<file path="src/rtl/sum_mult_gen.sv">
`default_nettype none
// ============================================================================
//  Module      : sum_mult_gen
//  Description : Sums every integer i in [0, n-1] that is a multiple of m1 or
//                of m2 (run-time divisors, 0 = disabled). One iteration per
//                clock using modulo residue counters instead of a divider.
//  Revision    : 1.0 - initial release
// ============================================================================
module sum_mult_gen #(
    parameter int N_W   = 16,
    parameter int M_W   = 8,
    parameter int ACC_W = 32
) (
    input  logic             clk,
    input  logic             rst_n,
    input  logic             start,
    input  logic [N_W-1:0]   n,
    input  logic [M_W-1:0]   m1,
    input  logic [M_W-1:0]   m2,
    output logic [ACC_W-1:0] X,
    output logic             busy,
    output logic             done,
    output logic             overflow
);

    typedef enum logic [0:0] {
        S_IDLE = 1'b0,
        S_RUN  = 1'b1
    } state_t;

    localparam logic [N_W-1:0] c_n_one = N_W'(1);
    localparam logic [M_W-1:0] c_m_one = M_W'(1);

    state_t           r_state;
    state_t           w_state_nxt;

    logic [N_W-1:0]   r_n;
    logic [M_W-1:0]   r_m1;
    logic [M_W-1:0]   r_m2;
    logic [N_W-1:0]   r_i;
    logic [M_W-1:0]   r_r1;
    logic [M_W-1:0]   r_r2;
    logic [ACC_W-1:0] r_acc;
    logic             r_ovf;
    logic [ACC_W-1:0] r_x;
    logic             r_busy;
    logic             r_done;
    logic             r_overflow;

    logic             w_accept;
    logic             w_last;
    logic             w_hit;
    logic [ACC_W:0]   w_sum;
    logic [M_W-1:0]   w_r1_nxt;
    logic [M_W-1:0]   w_r2_nxt;

    assign w_accept = (r_state == S_IDLE) && start;
    assign w_last   = (r_i == r_n);
    // A zero divisor never produces a hit, so its residue value is irrelevant.
    assign w_hit    = ((r_m1 != '0) && (r_r1 == '0)) ||
                      ((r_m2 != '0) && (r_r2 == '0));
    // Extra top bit captures the carry-out for the sticky overflow flag.
    assign w_sum    = {1'b0, r_acc} + {{(ACC_W + 1 - N_W){1'b0}}, r_i};
    assign w_r1_nxt = (r_r1 == (r_m1 - c_m_one)) ? '0 : (r_r1 + c_m_one);
    assign w_r2_nxt = (r_r2 == (r_m2 - c_m_one)) ? '0 : (r_r2 + c_m_one);

    // State register
    always_ff @(posedge clk or negedge rst_n) begin
        if (!rst_n) begin
            r_state <= S_IDLE;
        end else begin
            r_state <= w_state_nxt;
        end
    end

    // Next-state logic: accept in IDLE, leave RUN once i reaches n
    always_comb begin
        w_state_nxt = r_state;
        case (r_state)
            S_IDLE:  if (start)  w_state_nxt = S_RUN;
            S_RUN:   if (w_last) w_state_nxt = S_IDLE;
            default:             w_state_nxt = S_IDLE;
        endcase
    end

    // Operand latch, iteration datapath and registered outputs
    always_ff @(posedge clk or negedge rst_n) begin
        if (!rst_n) begin
            r_n        <= '0;
            r_m1       <= '0;
            r_m2       <= '0;
            r_i        <= '0;
            r_r1       <= '0;
            r_r2       <= '0;
            r_acc      <= '0;
            r_ovf      <= 1'b0;
            r_x        <= '0;
            r_busy     <= 1'b0;
            r_done     <= 1'b0;
            r_overflow <= 1'b0;
        end else begin
            r_done <= 1'b0;
            if (w_accept) begin
                r_n    <= n;
                r_m1   <= m1;
                r_m2   <= m2;
                r_i    <= '0;
                r_r1   <= '0;
                r_r2   <= '0;
                r_acc  <= '0;
                r_ovf  <= 1'b0;
                r_busy <= 1'b1;
            end else if (r_state == S_RUN) begin
                if (w_last) begin
                    r_x        <= r_acc;
                    r_overflow <= r_ovf;
                    r_done     <= 1'b1;
                    r_busy     <= 1'b0;
                end else begin
                    if (w_hit) begin
                        r_acc <= w_sum[ACC_W-1:0];
                        r_ovf <= r_ovf | w_sum[ACC_W];
                    end
                    r_i  <= r_i + c_n_one;
                    r_r1 <= w_r1_nxt;
                    r_r2 <= w_r2_nxt;
                end
            end
        end
    end

    assign X        = r_x;
    assign busy     = r_busy;
    assign done     = r_done;
    assign overflow = r_overflow;

endmodule
`default_nettype wire
</file>
<file path="config.mk">
export PLATFORM = sky130hd
export DESIGN_NAME = sum_mult_gen
export DESIGN_NICKNAME = d
export VERILOG_FILES = /design/src/rtl/sum_mult_gen.sv
export SDC_FILE = /design/constraint.sdc
export NUM_CORES = 1
export LEC_CHECK = 0
export BUFFER_PORTS_ARGS = -buffer_cell sky130_fd_sc_hd__buf_2
export CORE_AREA = 2 2 137 139
export CTS_BUF_LIST = sky130_fd_sc_hd__clkbuf_8
export DETAILED_ROUTE_END_ITERATION = 7
export DIE_AREA = 0 0 139 141
export GPL_TIMING_DRIVEN = 0
export MAX_ROUTING_LAYER = met4
export SLEW_MARGIN = 25
export SYNTH_ARGS = -nofsm -noshare
export SYNTH_HDL_FRONTEND = slang
export SYNTH_SLANG_ARGS = --single-unit
</file>
<file path="constraint.sdc">
create_clock -name clk -period 2.4 [get_ports clk]
set_input_delay 0.48 -clock clk [delete_from_list [all_inputs] [get_ports clk]]
set_output_delay 0.48 -clock clk [all_outputs]
set_load 0.01 [all_outputs]
</file>
After elaboration in Yosys (flattened, before gate mapping)
Index checks and enable logic that the tools add are counted.
{ "word_totals": {"out_inout_bits": 35, "word_cells": 69, "register_bits": 133, "input_bits": 35} }
{ "classes": {"bitwise": 3, "n_reduce_logical": 15, "eq_ne": 4, "n_mux": 28, "n_addsub": 6} }
{ "op_table": {"columns": ["operator", "n"], "rows": [
  ["32-bit 2-to-1 mux", 4],
  ["8-bit 2-to-1 mux", 8],
  ["16-bit 2-to-1 mux", 3],
  ["32-bit by 16-bit adder with 33-bit output", 1],
  ["16-bit by 1-bit adder with 16-bit output, second input constant", 1],
  ["8-bit by 1-bit adder with 8-bit output, second input constant", 2],
  ["16-bit equality test", 1],
  ["8-bit equality test", 2],
  ["8-bit logical NOT", 2],
  ["8-bit nonzero test", 2],
  ["8-bit by 1-bit subtractor with 8-bit output, second input constant", 2],
  ["1-bit 2-to-1 mux", 12],
  ["3-bit AND reduction", 2],
  ["2-bit nonzero test", 3],
  ["2-bit AND reduction", 2],
  ["1-bit logical AND", 3],
  ["2-bit inequality test, second input constant", 1],
  ["1-bit inverter", 2],
  ["1-bit case mux with 2 select lines", 1],
  ["1-bit logical OR", 1],
  ["1-bit OR", 1]
]} }

Depth between registers and ports, before layout
Gate-level depths: netlist of run 1.
{ "depth": {"ltp_word": 7, "mapped_depth": 11, "ltp_nobuf": 10} }

Worst setup path after synthesis of run 1
Ideal clock, no wire load.
{ "synth_path": {"path_type": "register to register", "startpoint": "reg r_i[0]", "endpoint": "reg r_acc[30]", "setup_ns": 0.119, "required_ns": 2.281, "path_stages_with_launch": 12, "path_buffers": 1, "slack_ns": -0.149, "synth_period_minus_slack_ns": 2.549, "arrival_time_ns": 2.430, "cell_sequence": "dfrtp_1 -> ha_1 -> inv_1 -> fa_1 -> nand2b_1 -> a211oi_1 -> nor2_1 -> a31oi_1 -> o311ai_4 -> buf_4 -> o21a_1 -> o21a_1"} }
{ "synth_between": {"elab_chain_len": 5, "word_cells_on_any_way": 8, "cone_classes": "1 x add/sub; 2 x eq/ne; 4 x mux; 1 x reduce/logical"} }
{ "synth_lines": {"columns": ["element", "line", "text"], "rows": [
  ["from (decl)", "40", "logic [N_W-1:0] r_i;"],
  ["from (signal assigned)", "124", "r_i <= r_i + c_n_one;"],
  ["32-bit by 16-bit adder with 33-bit output", "63", "assign w_sum = {1'b0, r_acc} + {{(ACC_W + 1 - N_W){1'b0}}, r_i};"],
  ["32-bit 2-to-1 mux", "120", "if (w_hit) begin"],
  ["32-bit 2-to-1 mux", "114", "if (w_last) begin"],
  ["32-bit 2-to-1 mux", "113", "end else if (r_state == S_RUN) begin"],
  ["32-bit 2-to-1 mux", "103", "if (w_accept) begin"],
  ["to (signal assigned)", "121", "r_acc <= w_sum[ACC_W-1:0];"],
  ["to (decl)", "43", "logic [ACC_W-1:0] r_acc;"]
]} }
Parallel ways exist; a longest one is shown, timed or not. The select of a mux whose other input is x is not followed.
A chain may end at the register's enable or synchronous reset.

Final worst setup path of run 1
{ "layout_path": {"startpoint": "reg r_i[0]", "endpoint": "reg r_acc[16]"} }
The elaborated chain is that of the path after synthesis.

==> results of run 1 <==
-- worst register-to-register path, stage by stage, from the launching register on --
cell and delay (ns):
dfrtp_2 0.43, ha_4 0.17, inv_2 0.05, fa_2 0.19, nand2b_4 0.14, a211oi_2 0.07, nor2_2 0.19, a31oi_4 0.13
o311ai_4 0.54, buf_6 0.20, xor2_1 0.14, nor2_1 0.05
-- layout make-up --
class,instances,area (µm²),area share
timing repair buffer,111,729,0.0824
sequential,133,3340,0.378
inverter,22,83.8,0.00947
tap,234,293,0.0331
buffer,23,118,0.0133
clock buffer,20,275,0.0311
multi-input combinational,557,3910,0.441
clock inverter,12,104,0.0117
-- metal layers --
metal,share of wire,vias up
li1,-,2847
met1,0.47,2818
met2,0.47,123
met3,0.040,24
met4,0.020,0
met5,0,-
-- through the flow --
stage / total power [W] / util / cells / cell area [µm²] / setup TNS, ns
finish: 0.00800 / 0.484 / 1112 / 8850 / -0.119
CTS: 0.00776 / 0.468 / 1094 / 8550 / -0.114
global route: 0.00858 / 0.484 / 1112 / 8850 / -1.04
global placement: 0.00558 / 0.426 / 1040 / 7790 / -151.85
floorplan: 0.00501 / - / 737 / 7150 / 0
detailed placement: 0.00565 / 0.428 / 1041 / 7830 / -14.71
-- layout by cell type (no fill, tap or decap), types with 5 or more instances in the layout --
cell type / count
or3_1: 8
a21o_1: 8
nor3_1: 12
ha_4: 7
nor2b_1: 6
a21oi_1: 29
buf_6: 5
nand2_1: 133
inv_1: 18
dfrtp_1: 122
clkbuf_2: 6
clkbuf_1: 12
o21ai_1: 12
a31oi_1: 6
nand4_1: 13
xor2_1: 34
o21ai_0: 26
o21a_1: 9
and3_1: 16
mux2_2: 32
buf_2: 69
clkbuf_8: 20
clkinvlp_4: 5
dfrtp_2: 11
nand3_1: 36
nand2b_1: 6
buf_4: 37
xnor2_1: 30
nor2_1: 42
ha_1: 15
-- report_power, final --
| part | switching (W) | internal [W] | leakage [nW] |
|---|---|---|---|
| combinational | 0.00152 | 0.00143 | 2.33 |
| sequential | 0.000569 | 0.00267 | 1.71 |
| clock | 0.000910 | 0.000894 | 0.184 |
-- cells in the mapped netlist, types with 2 or more instances --
master	n
o22ai_1	2
buf_2	4
ha_1	23
or3_1	8
mux2i_1	2
a311oi_1	2
and2_1	2
o31ai_1	2
o21a_1	9
xnor2_1	31
and3_1	16
mux2_2	32
a31oi_1	7
a211oi_1	5
clkbuf_1	20
nand3_1	37
a21oi_1	31
xor2_1	34
nor4b_1	2
nor2b_1	6
o21ai_1	10
o31a_1	2
a211oi_2	2
nand2_1	134
nor3_1	13
nand4b_1	4
dfrtp_1	133
nand2b_1	8
nor3b_1	2
o211a_1	2
nor4_1	2
o21ai_0	29
a41oi_1	3
inv_1	20
nand4_1	13
o211ai_1	3
a21o_1	8
nor2_1	44
-- registers in the layout (all words and copies together), names as in the netlist, 8 cells and up --
register  flops
X            32
r_acc        32
r_i          16
r_n          16
r_m1          8
r_m2          8
r_r1          8
r_r2          8
-- what timing repair did --
item / in CTS / in global routing
endpoints found under the hold margin: 52 / 0
buffers inserted: 21 / 18
gates resized for setup: 38 / 40
cloned: 1 / 0
hold buffers: 1 / 0
endpoints found under the setup margin: 73 / 79
pin swaps: 16 / 18
-- worst max path at each step --
stage	start	endpoint	slack, ns	depth (start not counted)
4_1_cts	r_i[2]$_DFFE_PN0P_	r_i[2]$_DFFE_PN0P_	-0.06	11
2_1_floorplan	r_i[0]$_DFFE_PN0P_	r_acc[30]$_DFFE_PN0P_	0.01	11
3_5_place_dp	r_i[3]$_DFFE_PN0P_	r_acc[29]$_DFFE_PN0P_	-0.40	8
6_report	r_i[0]$_DFFE_PN0P_	r_acc[16]$_DFFE_PN0P_	-0.03	11
5_1_grt	r_acc[0]$_DFFE_PN0P_	r_acc[16]$_DFFE_PN0P_	-0.12	11
3_3_place_gp	rst_n	r_acc[9]$_DFFE_PN0P_	-1.05	1
-- cell families (layout without fill, tap and decap cells) --
| family | count (synthesis) | count (layout) | synth area share |
|---|---|---|---|
| adder cells (fa/ha/maj) | 24 | 24 | 0.0432 |
| AO/OA/AOI/OAI | 131 | 131 | 0.125 |
| buffers and inverters | 47 | 188 | 0.0260 |
| multiplexers | 34 | 34 | 0.0534 |
| AND/OR/NAND/NOR | 303 | 303 | 0.205 |
| flip-flops | 133 | 133 | 0.467 |
| XOR/XNOR | 65 | 65 | 0.0799 |
==> impl_metrics.env, run 1 <==
export IMPL_root_buffer="clkbuf_8"
export IMPL_finalClockSkew_ns=0.0123
export IMPL_cts_tree="yes"
export IMPL_route_detailed_drc=0
export IMPL_diodes=0
export IMPL_ys_seq_area_frac=0.467
export IMPL_slew_violations=0
export IMPL_vias_per_cell=5.23
export IMPL_setup_viol=5
export IMPL_p_per_area_nw_per_um2=903
export IMPL_r2r_end="r_acc[16]$_DFFE_PN0P_"
export IMPL_worst_pin_slew_ns=0.637
export IMPL_initial_core_util=0.390
export IMPL_clock_path_buffers=2
export IMPL_numPortBuffers=69
export IMPL_dieArea_um2=19600
export IMPL_worstPathMaxFanout=8
export IMPL_avgSynthCellArea_um2=9.66
export IMPL_hpwl_um=12500
export IMPL_period_share=1.01
export IMPL_grt_pass1_vias=5638
export IMPL_synth_top_cell_area_share=0.467
export IMPL_use_met3=0.0367
export IMPL_syn_nets=796
export IMPL_crit_path_max_incr_delay_ns=0.54
export IMPL_layout_nets=924
export IMPL_p_leak_nw=4.22
export IMPL_ios=70
export IMPL_row_count=50
export IMPL_ir_worst_vdd_uv=356
export IMPL_grtUsageMet2=0.300
export IMPL_gr_max_usage_layer="met2"
export IMPL_ff2ff_path_depth=11
export IMPL_start_kind="register"
export IMPL_grt_max_degree=82
export IMPL_use_met1=0.256
export IMPL_syn_area_um2=7120
export IMPL_drive_gt1_frac=0.282
export IMPL_hold_start="m2[4]"
export IMPL_gp_congestion=0.867
export IMPL_timing_fmax_mhz=411
export IMPL_grtUsageTotal=0.194
export IMPL_async_flop_share=1.00
export IMPL_die_y_um=141
export IMPL_area_growth_pct=24.2
export IMPL_drv_max_cap_violation_count=0
export IMPL_yosysWarnings=0
export IMPL_violations="setup timing"
export IMPL_numClockSinks=133
export IMPL_cp_cell_sequence="ha_4 > inv_2 > fa_2 > nand2b_4 > a211oi_2 > nor2_2 > a31oi_4 > o311ai_4 > buf_6 > xor2_1 > nor2_1"
export IMPL_min_period_ns=2.43
export IMPL_antenna_left=0
export IMPL_wl_per_cell_um=16.0
export IMPL_h_tree_depth=4
export IMPL_fin_hold_ws_ns=0.216
export IMPL_yosysUniqueCellTypes=68
export IMPL_crit_slowest_cell="o311ai_4"
export IMPL_overflow=0
export IMPL_dr_pass1_iters=4
export IMPL_path_clk_slew_ns=0.08
export IMPL_yosys_top_cells_area="dfrtp_1, nand2_1, mux2_2"
export IMPL_critical_path_class="register to register"
export IMPL_grt_antenna_before_repair=0
export IMPL_critPathRequiredTime_ns=2.71
export IMPL_fill_cells=1759
export IMPL_rsz0062_at_grt="true"
export IMPL_cts_buffers=17
export IMPL_status="complete, but fails checks"
export IMPL_synth_edf_count=0
export IMPL_r2r_start="r_i[0]$_DFFE_PN0P_"
export IMPL_setup_slack_ns=-0.0330
export IMPL_worstSkewPairLatency_ns=0.45
export IMPL_coreArea_um2=18300
export IMPL_cp_end_kind="register"
export IMPL_crit_family="compound AO/OA/AOI/OAI gates"
export IMPL_synth_top_area_cell="dfrtp_1"
export IMPL_vias=5812
export IMPL_ys_seq_elements=133
export IMPL_die_width_um=139
export IMPL_preCtsSetupSlack_ns=-0.403
export IMPL_hold_violations=0
export IMPL_relSlewSlack=0.575
export IMPL_reg2reg_slack_ns=-0.03
export IMPL_hold_class="input pin to register"
export IMPL_whs_endpoint="r_m2[4]$_DFFE_PN0P_"
export IMPL_drt_initial_drc_count=322
export IMPL_arrival_ns=2.75
export IMPL_grt_pass1_wl_um=29200
export IMPL_ys_flop_type="dfrtp_1"
export IMPL_routed_wl_um=17800
export IMPL_synth_cells=737
export IMPL_cp_buffers_inverters=2
export IMPL_holdPathStages=3
Power figures use the tool's default switching activity.
==> run 2, diff against run 1 <==
--- a/config.mk
+++ b/config.mk
@@ -12,6 +12,7 @@
 export DIE_AREA = 0 0 139 141
 export GPL_TIMING_DRIVEN = 0
 export MAX_ROUTING_LAYER = met4
+export SETUP_SLACK_MARGIN = 0.4
 export SLEW_MARGIN = 25
 export SYNTH_ARGS = -nofsm -noshare
 export SYNTH_HDL_FRONTEND = slang
==> impl_metrics.env, run 2 (synthesis results as in run 1) <==
export IMPL_numClockSinks=133
export IMPL_violations="setup timing"
export IMPL_layout_common_cells="dfrtp_1, nand2_1, buf_2"
export IMPL_stdcell_count=1152
export IMPL_arrival_ns=2.76
export IMPL_grt_max_degree=85
export IMPL_cts_tree="yes"
export IMPL_initial_core_util=0.390
export IMPL_power_frac_comb=0.416
export IMPL_diodes=0
export IMPL_grt_pass1_vias=5639
export IMPL_cp_buffers_inverters=2
export IMPL_timing_fmax_mhz=414
export IMPL_cts_buffers=17
export IMPL_crit_slowest_cell="dfrtp_2"
export IMPL_grt_pass1_wl_um=30500
export IMPL_hold_class="input pin to register"
export IMPL_slew_violations=0
export IMPL_ir_worst_vdd_uv=549
export IMPL_ff2ff_path_depth=10
export IMPL_hpwl_um=12400
export IMPL_critPathRequiredTime_ns=2.75
export IMPL_worst_path_stages=10
export IMPL_grtUsageTotal=0.203
export IMPL_min_period_ns=2.41
export IMPL_utilization=0.560
export IMPL_period_share=1.01
export IMPL_drive_gt1_frac=0.417
export IMPL_overflow=0
export IMPL_root_buffer="clkbuf_8"
export IMPL_switchingPower_w=0.00355
export IMPL_ios=70
export IMPL_vias=6093
export IMPL_dr_pass1_iters=5
export IMPL_dp_cells=1041
export IMPL_holdPathStages=3
export IMPL_die_y_um=141
export IMPL_grt_antenna_before_repair=0
export IMPL_status="complete, but fails checks"
export IMPL_wl_per_cell_um=17.6
export IMPL_worstSkewPairLatency_ns=0.46
export IMPL_intPower_w=0.00567
export IMPL_h_tree_depth=4
export IMPL_gp_congestion=0.849
export IMPL_p_leak_nw=4.80
export IMPL_critical_path_class="register to register"
export IMPL_hold_violations=0
export IMPL_p_per_area_nw_per_um2=901
export IMPL_finalClockSkew_ns=0.0155
export IMPL_cp_common_cell="o21a_1"
export IMPL_crit_family="compound AO/OA/AOI/OAI gates"
export IMPL_clock_path_buffers=2
export IMPL_coreArea_um2=18300
export IMPL_drv_max_cap_violation_count=0
export IMPL_cp_cell_sequence="inv_1 > fa_2 > nand2b_4 > a211oi_2 > nor2_2 > a31oi_4 > o311ai_4 > buf_4 > o21a_1 > o21a_1"
export IMPL_dieArea_um2=19600
export IMPL_drt_initial_drc_count=368
export IMPL_path_clk_slew_ns=0.08
export IMPL_area_growth_pct=43.7
export IMPL_layout_nets=964
export IMPL_worst_pin_slew_ns=0.771
export IMPL_start_kind="register"
export IMPL_antenna_left=0
export IMPL_row_count=50
export IMPL_cp_end_kind="register"
export IMPL_rsz0062_at_grt="true"
export IMPL_vias_per_cell=5.29
export IMPL_die_width_um=139
export IMPL_numPortBuffers=69
export IMPL_route_detailed_drc=0
export IMPL_swShare=0.385
export IMPL_setup_viol=1
export IMPL_seqPwrFrac=0.358
export IMPL_setup_slack_ns=-0.0148
export IMPL_clockPowerShare=0.226
export IMPL_relSlewSlack=0.486
export IMPL_tns_ns=-0.0148
export IMPL_routed_wl_um=20200
export IMPL_crit_path_max_incr_delay_ns=0.45
export IMPL_worstPathMaxFanout=6
==> run 2: cell types whose count changed in the layout (fill, tap and decap cells not counted), moves of 12 or more <==
cell,before,now
nand3_1,36,10
o21ai_0,26,11
nand3_2,1,20
mux2_4,0,28
nand2_1,133,121
buf_6,5,26
mux2_2,32,4
==> run 2: layout make-up <==
type	count	area [µm²]
Buffer	25	256
Clock buffer	17	234
Clock inverter	15	194
Fill cell	1567	8030
Inverter	22	95.1
Multi-Input combinational cell	557	4600
Sequential cell	133	3340
Tap cell	234	293
Timing Repair Buffer	149	1220
==> run 2: path summary, 6_finish.rpt <==
kind	slack (ns)	end	startpoint
setup / recovery	-0.01	r_acc[26]$_DFFE_PN0P_	r_i[1]$_DFFE_PN0P_
hold / removal	0.21	r_m2[6]$_DFFE_PN0P_	m2[6]
setup reg to reg	-0.01	r_acc[26]$_DFFE_PN0P_	r_i[1]$_DFFE_PN0P_
hold reg to reg	0.50	busy$_DFFE_PN0P_	busy$_DFFE_PN0P_
max in group asynchronous	1.14	r_acc[8]$_DFFE_PN0P_	rst_n
min in group asynchronous	0.52	r_m2[6]$_DFFE_PN0P_	rst_n
==> run 2: metal layers <==
metal,wire length (µm),up-vias,global-route usage,share of wire
met5,0,-,-,0
met3,879,26,0.0418,0.043
met2,9980,138,0.320,0.49
met4,346,0,0.0441,0.017
met1,9030,3006,0.273,0.45
li1,-,2923,-,-
==> run 2: per-stage QoR <==
step	instance area, µm²	power (W)	hold slack [ns]	setup slack (ns)
after floorplan	7330	0.00521	0.184	0.0221
after global placement	7960	0.00581	0.458	-1.39
after detailed placement	8000	0.00586	0.426	-0.339
after CTS	9460	0.00850	0.194	-0.0208
after global routing	10200	0.00979	0.196	-0.0971
final	10200	0.00922	0.208	-0.0148
==> run 2: worst min-delay path, stage by stage <==
cell and delay, ns:
buf_2 0.07, nand2_1 0.04, nand2_1 0.04
==> run 2: power by group through the flow <==
| stage | logic, W | clock network, W | registers [W] |
|---|---|---|---|
| after CTS | 0.00314 | 0.00212 | 0.00325 |
| after global placement | 0.00253 | 0 | 0.00328 |
| after detailed placement | 0.00258 | 0 | 0.00328 |
| final | 0.00383 | 0.00208 | 0.00330 |
| after floorplan | 0.00210 | 0 | 0.00311 |
| after global routing | 0.00420 | 0.00223 | 0.00336 |
==> run 2: repair_timing <==
item                                    in CTS  in global routing
hold endpoints to repair                    49                  0
buffers inserted                            44                 28
pin swaps                                   57                 46
hold buffers                                 1                  0
resized for setup                          140                107
endpoints found under the setup margin     114                125
gates cloned                                 3                  3
